### src/rtl/buffer_ser.sv
// Addressable word buffer that serialises its whole contents LSB-first on a start request.
// Optional macro BUFFER_SER_PARITY_EN appends an even-parity bit after the payload.
module buffer_ser #(
    parameter int DATA_W = 4,
    parameter int ADDR_W = 4
) (
    input  logic              clk,
    input  logic              rst,
    input  logic              wr_en,
    input  logic [ADDR_W-1:0] addr_in,
    input  logic [DATA_W-1:0] data_in,
    input  logic              start,
    output logic              data_out,
    output logic              out_valid,
    output logic              busy,
    output logic              done
);

    localparam int DEPTH   = 2 ** ADDR_W;
    localparam int PAYLOAD = DEPTH * DATA_W;
`ifdef BUFFER_SER_PARITY_EN
    localparam int PAR_BITS = 1;
`else
    localparam int PAR_BITS = 0;
`endif
    localparam int BASE_W = (ADDR_W + $clog2(DATA_W) < 1) ? 1 : ADDR_W + $clog2(DATA_W);
    // The parity bit sits at index PAYLOAD, which needs one extra counter bit.
    localparam int CNT_W = BASE_W + PAR_BITS;
    localparam logic [CNT_W-1:0] LAST = CNT_W'(PAYLOAD + PAR_BITS - 1);

    typedef enum logic {
        IDLE,
        SHIFT
    } state_t;

    state_t             state_q, state_d;
    logic [CNT_W-1:0]   cnt_q, cnt_d;
    logic [DATA_W-1:0]  mem_q [DEPTH];
    logic [DATA_W-1:0]  mem_d [DEPTH];
    logic [PAYLOAD-1:0] payload_bits;
    logic               stream_bit;

    always_comb begin
        payload_bits = '0;
        for (int i = 0; i < DEPTH; i++) begin
            payload_bits[i*DATA_W +: DATA_W] = mem_q[i];
        end
    end

    always_comb begin
        stream_bit = payload_bits[cnt_q[BASE_W-1:0]];
`ifdef BUFFER_SER_PARITY_EN
        if (cnt_q == LAST) begin
            stream_bit = ^payload_bits;
        end
`endif
    end

    always_comb begin
        mem_d = mem_q;
        if (state_q == IDLE && wr_en) begin
            mem_d[addr_in] = data_in;
        end
    end

    always_comb begin
        state_d = state_q;
        cnt_d   = cnt_q;
        case (state_q)
            IDLE: begin
                if (start) begin
                    state_d = SHIFT;
                    cnt_d   = '0;
                end
            end
            SHIFT: begin
                if (cnt_q == LAST) begin
                    state_d = IDLE;
                    cnt_d   = '0;
                end else begin
                    cnt_d = cnt_q + 1'b1;
                end
            end
            default: begin
                state_d = IDLE;
                cnt_d   = '0;
            end
        endcase
    end

    always_comb begin
        out_valid = (state_q == SHIFT);
        busy      = (state_q == SHIFT);
        data_out  = (state_q == SHIFT) && stream_bit;
        done      = (state_q == SHIFT) && (cnt_q == LAST);
    end

    always_ff @(posedge clk) begin
        if (rst) begin
            state_q <= IDLE;
            cnt_q   <= '0;
        end else begin
            state_q <= state_d;
            cnt_q   <= cnt_d;
        end
    end

    // Memory keeps its contents through reset; reset only blocks the write.
    always_ff @(posedge clk) begin
        if (!rst) begin
            mem_q <= mem_d;
        end
    end

endmodule

### config.mk
export PLATFORM = sky130hd
export DESIGN_NAME = buffer_ser
export DESIGN_NICKNAME = d
export VERILOG_FILES = /design/src/rtl/buffer_ser.sv
export SDC_FILE = /design/constraint.sdc
export NUM_CORES = 1
export LEC_CHECK = 0
export CORE_ASPECT_RATIO = 0.75
export CORE_MARGIN = 2
export CORE_UTILIZATION = 46
export CTS_CLUSTER_DIAMETER = 80
export CTS_CLUSTER_SIZE = 24
export DETAILED_ROUTE_END_ITERATION = 7
export DONT_BUFFER_PORTS = 1
export GPL_ROUTABILITY_DRIVEN = 0
export SLEW_MARGIN = 5
export SYNTH_ARGS = -nofsm -noshare
export SYNTH_HDL_FRONTEND = slang
export SYNTH_SLANG_ARGS = --single-unit
### constraint.sdc
create_clock -name clk -period 2.7 [get_ports clk]
set_input_delay 0.54 -clock clk [delete_from_list [all_inputs] [get_ports clk]]
set_output_delay 0.54 -clock clk [all_outputs]
set_load 0.02 [all_outputs]
==> results.yml <==
outcome:
  outcome: "finished with violations"
  failed_checks: "setup timing"
cells_and_area:
  n_antenna_cell: 0
  stdcell_area_um2: 3330
  mostFrequentLayoutCells: "edfxtp_1, nor2_1, mux4_2"
  syn_to_final_growth_pct: 12.1
  layout_commonest_cell: "edfxtp_1"
  nets: 201
  layout-drive-gt1-share_pct: 23.3
  num-fill-cells: 505
logic_synthesis:
  syn_area_um2: 2970
  syn_avg_cell_area_um2: 16.8
  syn-instance-count: 177
  ys_warn_count: 0
  synth.distinct_cells: 33
  synth.top_cell.area_share_pct: 64.7
  synth_fp_nets: 190
  async_flop_share_pct: 0
  yosysSeqAreaShare_pct: 69.4
  synth_area_leaders: "edfxtp_1, mux4_2, mux4_1"
  synthFlopType: "edfxtp_1"
  yosysTopAreaCell: "edfxtp_1"
  ys_ff_latch: 71
  synth_edf_count: 64
worst_setup_path:
  rr_worst_depth: 3
  timing_worst_setup_path_type: "reg2out"
  ff2ff_setup_slack_ns: 0.72
  startpoint_type: "register"
  slowest_delay_ns: 0.49
  path_cells: "buf_8 -> mux4_2 -> mux2_4 -> nor2_1 -> or4_1 -> o32ai_2 -> buf_4"
  r2r_end: "mem_q[59]$_DFFE_PP_"
  endpoint_kind: "primary output"
  crit_slowest_cell: "or4_1"
  cp.arrival_ns: 2.18
  critPathBufInv: 2
  cp_max_fo: 4
  reg2reg_from: "busy$_SDFF_PP0_"
  cpLargestDelayFamily: "simple AND/OR/NAND/NOR gates"
  crit_required_ns: 2.16
floorplan:
  rows: 25
  ios: 16
  die_w_um: 96.8
  core_um2: 6290
  initial_core_util_pct: 47.2
  die-area_um2: 7120
  die-height_um: 73.6
placed_design:
  placedInstanceArea_um2: 3060
  post-place-ws_ns: 0.225
  hpwl_um: 3700
  portBuffers: 0
power:
  power_w: 0.00210
  p_leak_nw: 1.02
  ir_drop_mv: 0.372
  p_per_area_nw_per_um2: 630
timing:
  max-slew-margin-rel_pct: 58.3
  rsz0062_at_grt: "yes"
  worst_pin_slew_ns: 0.621
  clock_skew_ns: 0.00521
  tns_ns: -0.0171
  hold_viol: 0
  setup_viol: 1
  min_period_ns: 2.72
  timing.fmax_mhz: 368
  final_max_slew_viol_count: 0
  hold_ws_ns: 0.262
  post-route-period-util_pct: 101
  timing.final.ws_setup_ns: -0.0171
global_route:
  grt_usage_pct: 17.1
  grt_pass1_vias: 1654
  gr-total-overflow: 0
  grt_max_degree: 17
  grt_pass1_wl_um: 8780
  antenna_found_initial: 0
clocking:
  clk_latency_ns: 0.33
  clockBufferDepth: 2
  clkTransAtPathRegs_ns: 0.07
  numCtsBuffers: 9
  cts_sinks: 71
  tritoncts: "built"
  clock-root-buffer: "clkbuf_8"
  cts_max_level: 3
detailed_routing:
  wl_met1_um: 2570
  routedWlPerCell_um: 20.4
  top_layer: "met4"
  drtPass1Iterations: 4
  met3RoutedLength_um: 322
  ant_nets: 0
  vias_per_cell: 5.76
  drcViolationCount: 0
  routed_wl_um: 5590
  wl_met2_um: 2660
  detail_route.iter0.violations: 128
  route.vias.total: 1579
min_path:
  hp-start: "rst"
  min_to: "cnt_q[2]$_SDFFE_PP0P_"
  hold_path_depth: 1
  hold_class: "in2reg"
flow_run:
  drv_cap: 0
-- stage by stage --
| stage | util (%) | cells |
|---|---|---|
| 2_1_floorplan | - | 177 |
| 3_3_place_gp | 48.7 | 255 |
| 3_5_place_dp | 48.7 | 255 |
| 4_1_cts | 52.3 | 272 |
| 5_1_grt | 53.0 | 274 |
| 6_report | 53.0 | 274 |
-- power breakdown --
group          total (W)  leakage (nW)  internal, W  switching (W)
sequential       0.00121         0.634      0.00120     0.00000769
combinational  0.0000894         0.294    0.0000478      0.0000416
clock           0.000797        0.0876     0.000422       0.000375
-- routing by layer --
metal | GRT usage [%] | vias to the layer above
met5 | 0 | -
li1 | - | 727
met3 | 8.09 | 4
met4 | 4.85 | 0
met2 | 27.4 | 40
met1 | 21.2 | 808
-- how the worst max path moves through the flow --
stage / cells past startpoint / end / slack (ns) / from
finish: 7 / data_out / -0.02 / cnt_q[0]$_SDFFE_PP0P_
global route: 7 / data_out / -0.07 / cnt_q[0]$_SDFFE_PP0P_
CTS: 7 / data_out / -0.006 / cnt_q[0]$_SDFFE_PP0P_
detailed placement: 7 / data_out / 0.22 / cnt_q[0]$_SDFFE_PP0P_
global placement: 7 / data_out / 0.22 / cnt_q[0]$_SDFFE_PP0P_
floorplan: 6 / data_out / 0.43 / cnt_q[0]$_SDFFE_PP0P_
-- sequential cells by signal (all words and copies together) (netlist names) --
signal  count
busy        1
mem_q      64
cnt_q       6
-- cell type report --
type	count	area, µm²	share of cell area (%)
clock inverter	6	61.3	1.84
clock buffer	10	128	3.83
sequential	71	2070	62.1
timing repair buffer	11	115	3.46
inverter	1	3.75	0.113
tap	81	101	3.04
multi-input combinational	94	855	25.7
-- cells in the mapped netlist (all sizes together), types with 3 or more instances --
cell / number
mux4: 16
a21oi: 8
clkbuf: 4
nor3: 6
nand3b: 3
edfxtp: 64
o21ai: 3
buf: 7
dfxtp: 7
nor2: 21
nand2b: 5
mux2i: 3
nand2: 7
nand3: 3
-- cells by family after synthesis --
logic type | Yosys count | share of synthesized area (%)
flip-flops | 71 | 69.4
AND/OR/NAND/NOR | 55 | 9.27
multiplexers | 21 | 14.8
AO/OA/AOI/OAI | 17 | 3.58
buffers and inverters | 12 | 2.53
adder cells (fa/ha/maj) | 1 | 0.421
-- worst register-to-register path, stage by stage (launching register included) --
cell,delay (ns)
dfxtp_1,0.43
nor4bb_1,0.47
nand2b_1,0.21
nor3_1,0.50
-- timing repair --
action | 4_1_cts | 5_1_grt
setup endpoints to repair | 1 | 2
pin swaps | 3 | 1
gates resized for setup | 13 | 4
buffers inserted | 1 | 2
hold buffers | 0 | 0
Power figures use the tool's default switching activity.
